[src/rtl/calc_pkg.sv]
// Shared types and constants for the calculator datapath blocks.
// Used by the BCD-to-binary converter and its digit adjust cell.
package calc_pkg;

  typedef enum logic [1:0] {
    IDLE,
    CONVERT,
    DONE
  } conv_state_t;

  localparam logic [3:0] BCD_DIGIT_MAX = 4'd9;
  localparam logic [3:0] BCD_ADJ       = 4'd3;

endpackage

[src/rtl/bcd_digit_adjust.sv]
// One BCD digit correction step of reverse double dabble.
// After a right shift, a digit of 8 or more is pulled back down by 3.
module bcd_digit_adjust
  import calc_pkg::*;
(
  input  logic [3:0] digit,
  output logic [3:0] result
);

  assign result = (digit >= 4'd8) ? (digit - BCD_ADJ) : digit;

endmodule

[src/rtl/bcd_to_unsigned.sv]
// Sequential BCD-to-binary converter (reverse double dabble).
// One bit of the binary result is produced per CONVERT cycle.
module bcd_to_unsigned
  import calc_pkg::*;
#(
  parameter int N_DIGITS = 8,
  parameter int BIN_W    = 4 * N_DIGITS
) (
  input  logic                  clk,
  input  logic                  reset,
  input  logic                  trigger,
  input  logic [4*N_DIGITS-1:0] bcd_in,
  output logic                  idle,
  output logic                  valid,
  output logic [BIN_W-1:0]      bin_out,
  output logic                  err
);

  localparam int BCD_W = 4 * N_DIGITS;
  localparam int SR_W  = BCD_W + BIN_W;
  localparam int CNT_W = $clog2(BIN_W + 1);
  localparam logic [CNT_W-1:0] LAST_COUNT = CNT_W'(BIN_W - 1);

  conv_state_t      state;
  conv_state_t      state_next;
  logic [SR_W-1:0]  shift_reg;
  logic [SR_W-1:0]  shifted;
  logic [BCD_W-1:0] bcd_adjusted;
  logic [CNT_W-1:0] count;
  logic             digit_bad;
  logic             input_bad;

  // Any non-decimal digit poisons the whole operand.
  always_comb begin
    input_bad = 1'b0;
    for (int i = 0; i < N_DIGITS; i++) begin
      if (bcd_in[4*i +: 4] > BCD_DIGIT_MAX) begin
        input_bad = 1'b1;
      end
    end
  end

  assign shifted = shift_reg >> 1;

  for (genvar g = 0; g < N_DIGITS; g++) begin : g_adjust
    bcd_digit_adjust u_adjust (
      .digit  (shifted[BIN_W + 4*g +: 4]),
      .result (bcd_adjusted[4*g +: 4])
    );
  end

  always_ff @(posedge clk) begin
    if (reset) begin
      state <= IDLE;
    end else begin
      state <= state_next;
    end
  end

  always_comb begin
    state_next = state;
    case (state)
      IDLE:    if (trigger) state_next = CONVERT;
      CONVERT: if (count == LAST_COUNT) state_next = DONE;
      DONE:    state_next = IDLE;
      default: state_next = IDLE;
    endcase
  end

  // Datapath and registered outputs; valid is a single-cycle pulse.
  always_ff @(posedge clk) begin
    if (reset) begin
      shift_reg <= '0;
      count     <= '0;
      digit_bad <= 1'b0;
      valid     <= 1'b0;
      bin_out   <= '0;
      err       <= 1'b0;
    end else begin
      valid <= 1'b0;
      case (state)
        IDLE: begin
          if (trigger) begin
            shift_reg <= {bcd_in, {BIN_W{1'b0}}};
            digit_bad <= input_bad;
            count     <= '0;
          end
        end
        CONVERT: begin
          shift_reg <= {bcd_adjusted, shifted[BIN_W-1:0]};
          count     <= count + CNT_W'(1);
        end
        DONE: begin
          valid <= 1'b1;
          if (digit_bad) begin
            bin_out <= '0;
            err     <= 1'b1;
          end else begin
            bin_out <= shift_reg[BIN_W-1:0];
            err     <= 1'b0;
          end
        end
        default: ;
      endcase
    end
  end

  assign idle = (state == IDLE);

endmodule

[config.mk]
export PLATFORM = sky130hd
export DESIGN_NAME = bcd_to_unsigned
export DESIGN_NICKNAME = d
export VERILOG_FILES = /design/src/rtl/calc_pkg.sv /design/src/rtl/bcd_digit_adjust.sv /design/src/rtl/bcd_to_unsigned.sv
export SDC_FILE = /design/constraint.sdc
export NUM_CORES = 1
export LEC_CHECK = 0
export CAP_MARGIN = 0
export CORE_MARGIN = 8
export CORE_UTILIZATION = 54
export DETAILED_ROUTE_END_ITERATION = 16
export PLACE_DENSITY = 0.88
export SLEW_MARGIN = 40
export SYNTH_ARGS = -nofsm -noshare
export SYNTH_HDL_FRONTEND = slang
export SYNTH_SLANG_ARGS = --single-unit
[constraint.sdc]
create_clock -name clk -period 1.88 [get_ports clk]
set_input_delay 0.188 -clock clk [delete_from_list [all_inputs] [get_ports clk]]
set_output_delay 0.188 -clock clk [all_outputs]
set_load 0.01 [all_outputs]
==> metrics.md, run 1 <==
| Metric | Value |
|---|---|
| # diodes | `0` |
| Setup Skew | `slightly below 7 ps` |
| Via count | `approximately 4,200` |
| Pwr Density | `789 mW/mm2` |
| Worst setup SP type | `register` |
| Status | `finished, final reports clean` |
| Final hold vios | `0` |
| CTS tree | `done` |
| Number of antenna violations at the first check in global routing | `0` |
| Number of synthesized flops with an enable pin | `0` |
| Slowest cell on the critical path | `clkdlybuf4s50_1` |
| Max clock buf depth | `2` |
| Placer Congestion | `0.849` |
| Synth Cell Area | `around 0.0046 mm2` |
| Yosys cell types | `36` |
| Ports | `70` |
| R2r worst-path depth | `5` |
| Largest net degree at the start of global routing | `43` |
| Crit path kind | `register to output port` |
| Final core occ | `0.668` |
| Root Buffer | `clkbuf_8` |
| Die width | `about 110 um` |
| Sequential share of the synthesized area | `0.462` |
| Worst Tran Pin Value | `446 ps` |
| Max stage delay on crit path | `540 ps` |
| R2r endpoint | `digit_bad$_SDFFE_PP0P_` |
| Initial Util | `0.545` |
| Worst Path Arrival | `1600 ps` |
| Async S/R FF share, synth | `0` |
| PortBufs | `69` |
| GRT met2 Usage | `0.346` |
| Slew Limit Fails | `0` |
| Total Wirelength | `roughly 11 mm` |
| Vias in the first global route | `4,109` |
| CP Data Required Time | `around 1700 ps` |
| Top Usage Layer GRT | `met2` |
| Layout cells sized above 1 | `0.0825` |
| Max reg flops | `64` |
| Die height | `about 110 um` |
| GRT Total Usage | `0.195` |
| Min Tclk post-route | `1790 ps` |
| R2R Path Start | `state[0]$_SDFFE_PP0P_` |
| Leakage | `~2.1 nW` |
| Synthesis Warnings | `0` |
| Max-cap violations | `0` |
| Standard-cell rows | `34` |
| M3 GR Usage | `0.0390` |
| CP max FO | `25` |
| Crit path buffers/inverters | `2` |
| Post-Syn Nets | `a little under 600` |
| Core outline area | `0.00851 mm2` |
| Hold-critical path depth | `3` |
| Count of final setup violators | `0` |
| Placed Area | `0.00547 mm2` |
| Total chip power | `approximately 0.0045 W` |
| Skew-Pair Late Insertion Delay | `370 ps` |
| RSZ-0062 raised after global routing | `no` |
| Worst VDD drop | `522 uV` |
| First-pass GRT wire length | `18.9 mm` |
| CTS Sinks | `107` |
| Wire per inst | `16.2 um` |
| # DRC | `0` |
| Die ar. | `0.0118 mm2` |
| R2r setup slk | `160 ps` |
| HPWL Detailed | `7.93 mm` |
| P&R area growth vs syn | `22.4%` |
| Initial DRT Pass Iterations | `5` |
| Ys flop type | `dfxtp_1` |
| #FFs+latches synth | `107` |
| Top Family by Delay on Critical Path | `buffers and inverters` |
| Relative slew slack | `0.703` |
| Cells after Synth | `534` |
| Final instance area | `0.00568 mm2` |
| Crit path cell chain | `buf_12 -> nor2_1 -> clkdlybuf4s50_1` |
| Total grt overflow | `0` |
| CTS buffer count | `9` |
| Mean Syn Cell Area | `slightly below 9 um2` |
| HP Class | `primary input to register` |
| Starting DRT DRC Count | `300` |
| WHS Endpoint | `bin_out[27]$_SDFFE_PP0P_` |
| Final nets | `639` |
| Fmax | `558 MHz` |
| Htree depth | `3` |
| Setup_tns | `0 ps` |
| Hold-fix buffers, CTS | `0` |
| Hold Crit Start | `reset` |
| Final ANT Viol Nets | `0` |
| Grt met1 use | `0.225` |
| Setup crit end kind | `output port` |
| Vias per cell | `5.92` |
| Tcrit/Tclk final | `0.953` |
| Clock Pin Slew Worst Setup and Hold Paths | `~110 ps` |
==> area by class of cell <==
class | count | area (um2)
clock buffer | 9 | 124
clock inverter | 7 | 83.8
fill | 680 | 2830
inverter | 14 | 52.6
multi-input combinational | 370 | 2240
sequential | 107 | 2140
tap | 108 | 135
timing repair buffer | 87 | 903
==> routing by layer <==
layer / up-vias / share of wire
met4: 0 / 0.022
met1: 1984 / 0.41
met3: 29 / 0.072
met2: 179 / 0.50
met5: - / 0
li1: 1965 / -
==> cell usage after synthesis, types with 2 or more instances <==
cell type / instances / area [um2]
a21o_1: 2 / 15.0
a21oi_1: 59 / 295
a221oi_1: 5 / 43.8
a22o_1: 32 / 280
a22oi_1: 9 / 67.6
a311oi_1: 7 / 61.3
buf_2: 26 / 130
buf_4: 3 / 22.5
buf_6: 2 / 22.5
clkbuf_1: 11 / 41.3
dfxtp_1: 107 / 2140
ha_1: 15 / 188
inv_1: 14 / 52.6
mux2_2: 4 / 45.0
nand2_1: 68 / 255
nand2b_1: 15 / 93.8
nand3_1: 41 / 205
nand3b_1: 8 / 60.1
nand4_1: 3 / 18.8
nor2_1: 47 / 176
nor2b_1: 2 / 12.5
nor3_1: 6 / 30.0
nor3_2: 2 / 20.0
nor4_1: 9 / 56.3
o211a_1: 7 / 70.1
o21ai_0: 8 / 40.0
xnor2_1: 7 / 61.3
xor2_1: 7 / 61.3
==> logic make-up (layout without fill, tap and decap cells) <==
logic type	Yosys count	in the layout	share of synthesized area
and+or+nand+nor	207	207	0.213
AOI/OAI and AO/OA	129	129	0.188
DFF	107	107	0.462
buffers and inverters	57	117	0.0588
adders and majority gates	15	15	0.0404
xor gates and xnor gates	14	14	0.0264
muxes	5	5	0.0119
==> stage by stage <==
| step | hold WS (ps) | worst slack, ps | instances |
|---|---|---|---|
| CTS | 272 | 78.5 | 702 |
| finish | 274 | 87.8 | 702 |
| detailed placement | 458 | 37.0 | 686 |
| global route | 268 | 30.1 | 702 |
| global placement | 455 | 43.4 | 684 |
| floorplan | 345 | 509 | 534 |
==> what timing repair did <==
| action | CTS | global route |
|---|---|---|
| endpoints found under the setup margin | 1 | 0 |
| buffers inserted | 0 | 0 |
| resized for setup | 1 | 0 |
==> where the power goes <==
part | switching, W | internal, W
clock | 0.000827 | 0.000639
sequential | 0.0000851 | 0.00234
combinational | 0.000330 | 0.000266
==> cell usage in the layout (no fill, tap or decap), drive strengths merged, types with 2 or more instances in the layout <==
| cell type | instances |
|---|---|
| xnor2 | 7 |
| clkbuf | 9 |
| a221oi | 5 |
| o211a | 7 |
| nand4 | 3 |
| nand3b | 8 |
| inv | 17 |
| clkinvlp | 3 |
| a22o | 32 |
| nand2b | 16 |
| nor3 | 8 |
| buf | 19 |
| nor2b | 3 |
| clkdlybuf4s50 | 68 |
| nor2 | 47 |
| nand2 | 68 |
| a22oi | 9 |
| mux2 | 4 |
| nand3 | 41 |
| o21ai | 8 |
| a21o | 2 |
| or3b | 2 |
| nor4 | 9 |
| ha | 15 |
| a311oi | 7 |
| xor2 | 7 |
| dfxtp | 107 |
| a21oi | 59 |
==> worst max path at each step <==
| stage | startpoint | to | slack, ps | depth (start not counted) |
|---|---|---|---|---|
| after floorplan | state[0]$_SDFFE_PP0P_ | digit_bad$_SDFFE_PP0P_ | 510 | 6 |
| after CTS | state[1]$_SDFFE_PP0P_ | idle | 80 | 3 |
| after global routing | state[0]$_SDFFE_PP0P_ | idle | 30 | 3 |
| after global placement | state[1]$_SDFFE_PP0P_ | bin_out[7]$_SDFFE_PP0P_ | 40 | 3 |
| final | state[0]$_SDFFE_PP0P_ | idle | 90 | 3 |
| after detailed placement | trigger | shift_reg[41]$_SDFFE_PP0P_ | 40 | 6 |
==> tightest hold or removal path: stages <==
cell    delay [ps]
buf_2          120
nor3_4          80
a22o_1         220
(Power assumes the default switching activity.)
==> run 2: changes to the inputs <==
--- a/config.mk
+++ b/config.mk
@@ -6,7 +6,6 @@
 export NUM_CORES = 1
 export LEC_CHECK = 0
 export CAP_MARGIN = 0
-export CORE_MARGIN = 8
 export CORE_UTILIZATION = 54
 export DETAILED_ROUTE_END_ITERATION = 16
 export PLACE_DENSITY = 0.88
==> run 2 against run 1 <==
  * Power up 0.91%
  * Non-clock buffer count is 6 higher
  * Cell count is 0.43% higher
  * Critical path depth grew 1
  * Clock skew increased by 4.4 ps
  * Setup slack improved by 130 ps
  * Clock power grew 5%
  * Wire length shrank 6.4%
  * Sequential power about the same
==> metrics.md, run 2 (synthesized netlist as in run 1, its figures left out) <==
| Metric | Value |
|---|---|
| CTS tree | `done` |
| Largest net degree at the start of global routing | `50 (+16%)` |
| Inst Count DP | `689 (+0.44%)` |
| R2r worst-path depth | `6 (+1)` |
| Worst setup SP type | `register` |
| Switch Pwr | `0.00127 W (+2.1%)` |
| Tcrit/Tclk final | `0.885 (-0.0685)` |
| Ports | `70 (unchanged)` |
| Most frequent cells in the layout | `107 x dfxtp_1, 68 x nand2_1, 67 x clkdlybuf4s50_1` |
| Status | `finished, final reports clean` |
| Total grt overflow | `0 (unchanged)` |
| WHS Endpoint | `bin_out[14]$_SDFFE_PP0P_` |
| Number of antenna violations at the first check in global routing | `0 (unchanged)` |
| Max reg flops | `64 (unchanged)` |
| P&R area growth vs syn | `22.0%` |
| Initial Util | `0.562 (+0.0165)` |
| PortBufs | `69 (unchanged)` |
| Starting DRT DRC Count | `293 (-2.3%)` |
| RSZ-0062 raised after global routing | `no` |
| Core outline area | `0.00826 mm2 (-2.9%)` |
| CP Data Required Time | `1690 ps (about the same)` |
| CTS buffer count | `9 (unchanged)` |
| Initial DRT Pass Iterations | `5 (unchanged)` |
| Min Tclk post-route | `1660 ps (-129 ps)` |
| Sw frac | `0.280 (+0.00327)` |
| Clock power frac | `0.340 (+0.013)` |
| Hold-critical path depth | `3 (unchanged)` |
| Die ar. | `0.00897 mm2 (-24%)` |
| Filler Cell Count | `639 (-6.0%)` |
| Die height | `94.7 um (-13%)` |
| Seq pwr share | `0.534 (-0.006)` |
| Hold Crit Start | `reset` |
| Final ANT Viol Nets | `0 (unchanged)` |
| Multi-input gate area | `0.00224 mm2 (unchanged)` |
| R2r setup slk | `240 ps (+80 ps)` |
| Fmax | `601 MHz (+7.7%)` |
| Final hold vios | `0 (unchanged)` |
| Worst hold margin | `312 ps (+37.5 ps)` |
| Worst VDD drop | `627 uV (+20%)` |
| # diodes | `0 (unchanged)` |
| CP max FO | `19 (-24%)` |
| Power Internal | `0.00325 W (+0.46%)` |
| Die width | `94.7 um (-13%)` |
| Crit path kind | `register to output port` |
| Finished Layout Cells | `705 (+0.43%)` |
| R2r endpoint | `shift_reg[47]$_SDFFE_PP0P_` |
| Setup Skew | `11.3 ps (+4.39 ps)` |
| HP Class | `primary input to register` |
| Worst Tran Pin Value | `537 ps (+91.0 ps)` |
| Vias in the first global route | `3,730 (-9.2%)` |
| Vias per cell | `5.87 (-0.83%)` |
| Standard-cell rows | `33 (-2.9%)` |
| Pwr Density | `799 mW/mm2 (+1.2%)` |
| Max clock buf depth | `2 (unchanged)` |
| Htree depth | `3 (unchanged)` |
| Relative slew slack | `0.642 (-0.0607)` |
| Postcts setup bufs | `0 (unchanged)` |
| Root Buffer | `clkbuf_8` |
| Total Wirelength | `10.6 mm (-6.4%)` |
| R2R Path Start | `state[0]$_SDFFE_PP0P_` |
| Final nets | `645 (+0.94%)` |
| Clock Pin Slew Worst Setup and Hold Paths | `110 ps (about the same)` |
| Layout cells sized above 1 | `0.0900 (+0.00751)` |
| Wire per inst | `15.1 um (-6.8%)` |
| Register area | `0.00214 mm2 (about the same)` |
| Total chip power | `0.00452 W (+0.91%)` |
| Comb power frac | `0.126 (-0.007)` |
| Setup_tns | `0 ps (unchanged)` |
| Slew Limit Fails | `0 (unchanged)` |
| Max-cap violations | `0 (unchanged)` |
| CTS Sinks | `107 (unchanged)` |
| Placer Congestion | `0.854 (+0.57%)` |
| Via count | `4,140 (-0.41%)` |
| Count of final setup violators | `0 (unchanged)` |
| Commonest non-fill, non-tap cell in the layout | `dfxtp_1` |
| GRT Total Usage | `0.248 (+0.0535)` |
| # DRC | `0 (unchanged)` |
| Leakage | `2.13 nW (+0.88%)` |
| Setup crit end kind | `output port` |
| Worst Path Arrival | `1480 ps (-120 ps)` |
| First-pass GRT wire length | `17.5 mm (-7.4%)` |
| Skew-Pair Late Insertion Delay | `370 ps (about the same)` |
| HPWL Detailed | `7.26 mm (-8.4%)` |
run 2: cell types whose count changed in the layout (fill, tap and decap cells not counted), sizes merged:
cell and change:
buf +6, clkinv +3, clkinvlp -3, clkdlybuf4s50 -1
dlygate4sd2 +1
run 2: worst max-delay path by stage:
stage,start,to,depth (start not counted)
global placement,trigger,shift_reg[31]$_SDFFE_PP0P_,5
finish,state[0]$_SDFFE_PP0P_,idle,4
global route,state[0]$_SDFFE_PP0P_,idle,4
CTS,state[0]$_SDFFE_PP0P_,idle,4
detailed placement,trigger,shift_reg[30]$_SDFFE_PP0P_,5
floorplan,state[0]$_SDFFE_PP0P_,digit_bad$_SDFFE_PP0P_,6
run 2: power by group through the flow:
| stage | sequential [W] | clock (W) | combinational, W |
|---|---|---|---|
| floorplan | 0.00245 | 0 | 0.000381 |
| finish | 0.00242 | 0.00154 | 0.000568 |
| global route | 0.00243 | 0.00166 | 0.000628 |
| detailed placement | 0.00247 | 0 | 0.000559 |
| CTS | 0.00242 | 0.00156 | 0.000563 |
| global placement | 0.00246 | 0 | 0.000542 |
run 2: layout make-up:
class | count | share of cell area
multi-input cells | 370 | 0.395
clock inverters | 7 | 0.0190
well taps | 105 | 0.0232
clock buffers | 9 | 0.0219
flip-flops and latches | 107 | 0.378
repair buffers | 93 | 0.153
inverters | 14 | 0.00928
run 2: metrics by stage:
step / cell area (um2) / utilization / setup WS (ps)
3_5_place_dp: 5430 / 0.658 / 53.9
4_1_cts: 5660 / 0.686 / 210
6_report: 5660 / 0.686 / 217
3_3_place_gp: 5410 / 0.656 / 115
5_1_grt: 5660 / 0.686 / 108
2_1_floorplan: 4640 / - / 509
run 2: critical path: stages, from the launching register on:
cell	delay, ps
dfxtp_1	340
buf_4	170
buf_4	240
nor2_1	70
dlygate4sd2_1	280
run 2: metal layers:
| metal | part of all wire | vias to the layer above | GRT usage |
|---|---|---|---|
| li1 | - | 1974 | - |
| met1 | 0.42 | 1971 | 0.315 |
| met2 | 0.49 | 176 | 0.415 |
| met3 | 0.070 | 19 | 0.0556 |
| met4 | 0.017 | 0 | 0.0833 |
| met5 | 0 | - | 0 |
run 2: repair_timing:
item | in CTS | in global routing
resized for setup | 1 | 0
hold buffers | 0 | 0
setup endpoints to repair | 1 | 0
==> run 3: changes to the inputs <==
--- a/config.mk
+++ b/config.mk
@@ -6,6 +6,7 @@
 export NUM_CORES = 1
 export LEC_CHECK = 0
 export CAP_MARGIN = 0
+export CORE_ASPECT_RATIO = 2
 export CORE_UTILIZATION = 54
 export DETAILED_ROUTE_END_ITERATION = 16
 export PLACE_DENSITY = 0.88
==> run 3 against run 2 <==
  * Clock skew fell by 6.1 ps
  * Combinational power rose by 3%
  * Fmax fell by 2.4%
  * Critical path depth did not move
  * Global-route usage rose by 1.9 points
  * First-iteration DRC count rose by 21%
  * Register-to-register slack barely moved
  * Sequential power barely moved
  * Largest power group unchanged
==> metrics.md, run 3 (synthesized netlist as in run 1, its figures left out) <==
| Metric | Value |
|---|---|
| HPWL Detailed | `7.73 mm (+6.5%)` |
| Min Tclk post-route | `1700 ps (+41.3 ps)` |
| Starting DRT DRC Count | `354 (+21%)` |
| Most frequent cells in the layout | `107 x dfxtp_1, 68 x nand2_1, 67 x clkdlybuf4s50_1` |
| Root Buffer | `clkbuf_16` |
| Leakage | `2.15 nW (+0.98%)` |
| CTS Sinks | `107 (unchanged)` |
| P&R area growth vs syn | `22.9%` |
| Worst Tran Pin Value | `605 ps (+68.2 ps)` |
| Total Wirelength | `11.2 mm (+4.9%)` |
| # DRC | `0 (unchanged)` |
| Via count | `4,186 (+1.1%)` |
| CTS buffer count | `9 (unchanged)` |
| Standard-cell rows | `47 (+42%)` |
| Number of antenna violations at the first check in global routing | `0 (unchanged)` |
| Die width | `67.6 um (-29%)` |
| Max stage delay on crit path | `350 ps (about the same)` |
| CP most frequent cell | `buf_4` |
| Finished Layout Cells | `693 (-1.7%)` |
| Die height | `133 um (+41%)` |
| Setup crit end kind | `output port` |
| Final hold vios | `0 (unchanged)` |
| Skew-Pair Late Insertion Delay | `350 ps (-20 ps)` |
| RSZ-0062 raised after global routing | `no` |
| M3 GR Usage | `0.0488 (-0.00675)` |
| Grt met1 use | `0.283 (-0.0324)` |
| # diodes | `0 (unchanged)` |
| Initial Util | `0.560 (-0.00229)` |
| Layout cells sized above 1 | `0.0807 (-0.00933)` |
| Final ANT Viol Nets | `0 (unchanged)` |
| Max clock buf depth | `2 (unchanged)` |
| Fmax | `587 MHz (-2.4%)` |
| Core outline area | `0.00829 mm2 (+0.41%)` |
| Slowest cell on the critical path | `dfxtp_1` |
| Wire per inst | `16.1 um (+6.7%)` |
| Largest net degree at the start of global routing | `45 (-10%)` |
| Crit path cell chain | `buf_4 -> buf_4 -> nor2_1 -> dlygate4sd2_1` |
| First-pass GRT wire length | `18.3 mm (+4.4%)` |
| Max reg flops | `64 (unchanged)` |
| Initial DRT Pass Iterations | `4 (-1)` |
| Inst Count DP | `679 (-1.5%)` |
| Crit path kind | `register to output port` |
| CP max FO | `18 (-1)` |
| Worst VDD drop | `649 uV (+3.5%)` |
| Worst setup SP type | `register` |
| Ports | `70 (unchanged)` |
| Setup Skew | `5.12 ps (-6.14 ps)` |
| Final nets | `642 (-0.47%)` |
| Final instance area | `0.00570 mm2 (+0.73%)` |
| Count of final setup violators | `0 (unchanged)` |
| Clock Pin Slew Worst Setup and Hold Paths | `60 ps (-50 ps)` |
| Worst Path Arrival | `1520 ps (+40 ps)` |
| CP Data Required Time | `1690 ps (about the same)` |
| Final core occ | `0.688 (+0.00218)` |
| Placer Congestion | `0.819 (-4.1%)` |
| Htree depth | `3 (unchanged)` |
| Filler Cell Count | `643 (+0.63%)` |
| Tcrit/Tclk final | `0.907 (+0.0219)` |
| Total grt overflow | `0 (unchanged)` |
| PortBufs | `69 (unchanged)` |
| Hold-fix buffers, CTS | `0 (unchanged)` |
| Relative slew slack | `0.595 (-0.0468)` |
| CTS tree | `done` |
| Placed Area | `0.00541 mm2 (-0.35%)` |
| Multi-input gate area | `0.00224 mm2 (unchanged)` |
| Vias per cell | `6.04 (+2.9%)` |
| Top Usage Layer GRT | `met2` |
| Status | `finished, final reports clean` |
| Commonest non-fill, non-tap cell in the layout | `dfxtp_1` |
| Vias in the first global route | `3,987 (+6.9%)` |
| GRT met2 Usage | `0.469 (+0.0532)` |
| Register area | `0.00214 mm2 (unchanged)` |
| Die ar. | `0.00899 mm2 (+0.24%)` |
| HP Class | `primary input to register` |
| Pwr Density | `857 mW/mm2 (+7.3%)` |
| Max-cap violations | `0 (unchanged)` |
| Slew Limit Fails | `0 (unchanged)` |
| Setup_tns | `0 ps (unchanged)` |
| GRT Total Usage | `0.267 (+0.0189)` |
## run 3: cell types whose count changed in the layout (fill, tap and decap cells not counted), moves of 2 or more
cell,previous run,this run
clkinv_8,3,0
inv_6,2,0
clkbuf_8,9,1
clkbuf_16,0,9
clkinv_4,0,2
buf_4,23,19
## run 3: worst paths after layout
check	start	end	slack, ps	depth (start not counted)
max	state[1]$_SDFFE_PP0P_	idle	180	4
min	reset	bin_out[18]$_SDFFE_PP0P_	330	3
max reg2reg	state[0]$_SDFFE_PP0P_	shift_reg[20]$_SDFFE_PP0P_	240	5
min reg2reg	shift_reg[13]$_SDFFE_PP0P_	shift_reg[12]$_SDFFE_PP0P_	470	2
## run 3: area by class of cell
| cell class | instances | share of cell area |
|---|---|---|
| well taps | 98 | 0.0215 |
| clock inverters | 4 | 0.00921 |
| multi-input cells | 370 | 0.392 |
| flip-flops and latches | 107 | 0.376 |
| clock buffers | 10 | 0.0419 |
| inverters | 14 | 0.00921 |
| repair buffers | 90 | 0.150 |
## run 3: critical path, delay by kind of cell (launching register included)
family	cells	cell delay [ps]
AND/OR/NAND/NOR	1	50
flip-flops	1	350
buffers and inverters	3	760
## run 3: repair_timing
item | in CTS | in global routing
gates resized for setup | 1 | 0
setup endpoints to repair | 1 | 0
buffers inserted | 0 | 0
## run 3: stage by stage
stage	hold slack, ps	setup slack [ps]	total power, W
after floorplan	345	509	0.00283
after CTS	328	182	0.00489
after detailed placement	460	86.9	0.00304
after global placement	457	141	0.00301
final	327	175	0.00489
after global routing	343	116	0.00504
## run 3: per-layer routing
metal  up-vias  routed length [um]
met1      1997                4010
met3        39                 544
met4         0                 488
met5         -                   0
met2       181                6110
li1       1969                   -
## run 3: report_power, final
part | total, W | internal (W) | switching, W
Clock | 0.00188 | 0.00106 | 0.000824
Combinational | 0.000583 | 0.000253 | 0.000330
Sequential | 0.00242 | 0.00234 | 0.0000883
Total | 0.00489 | 0.00365 | 0.00124
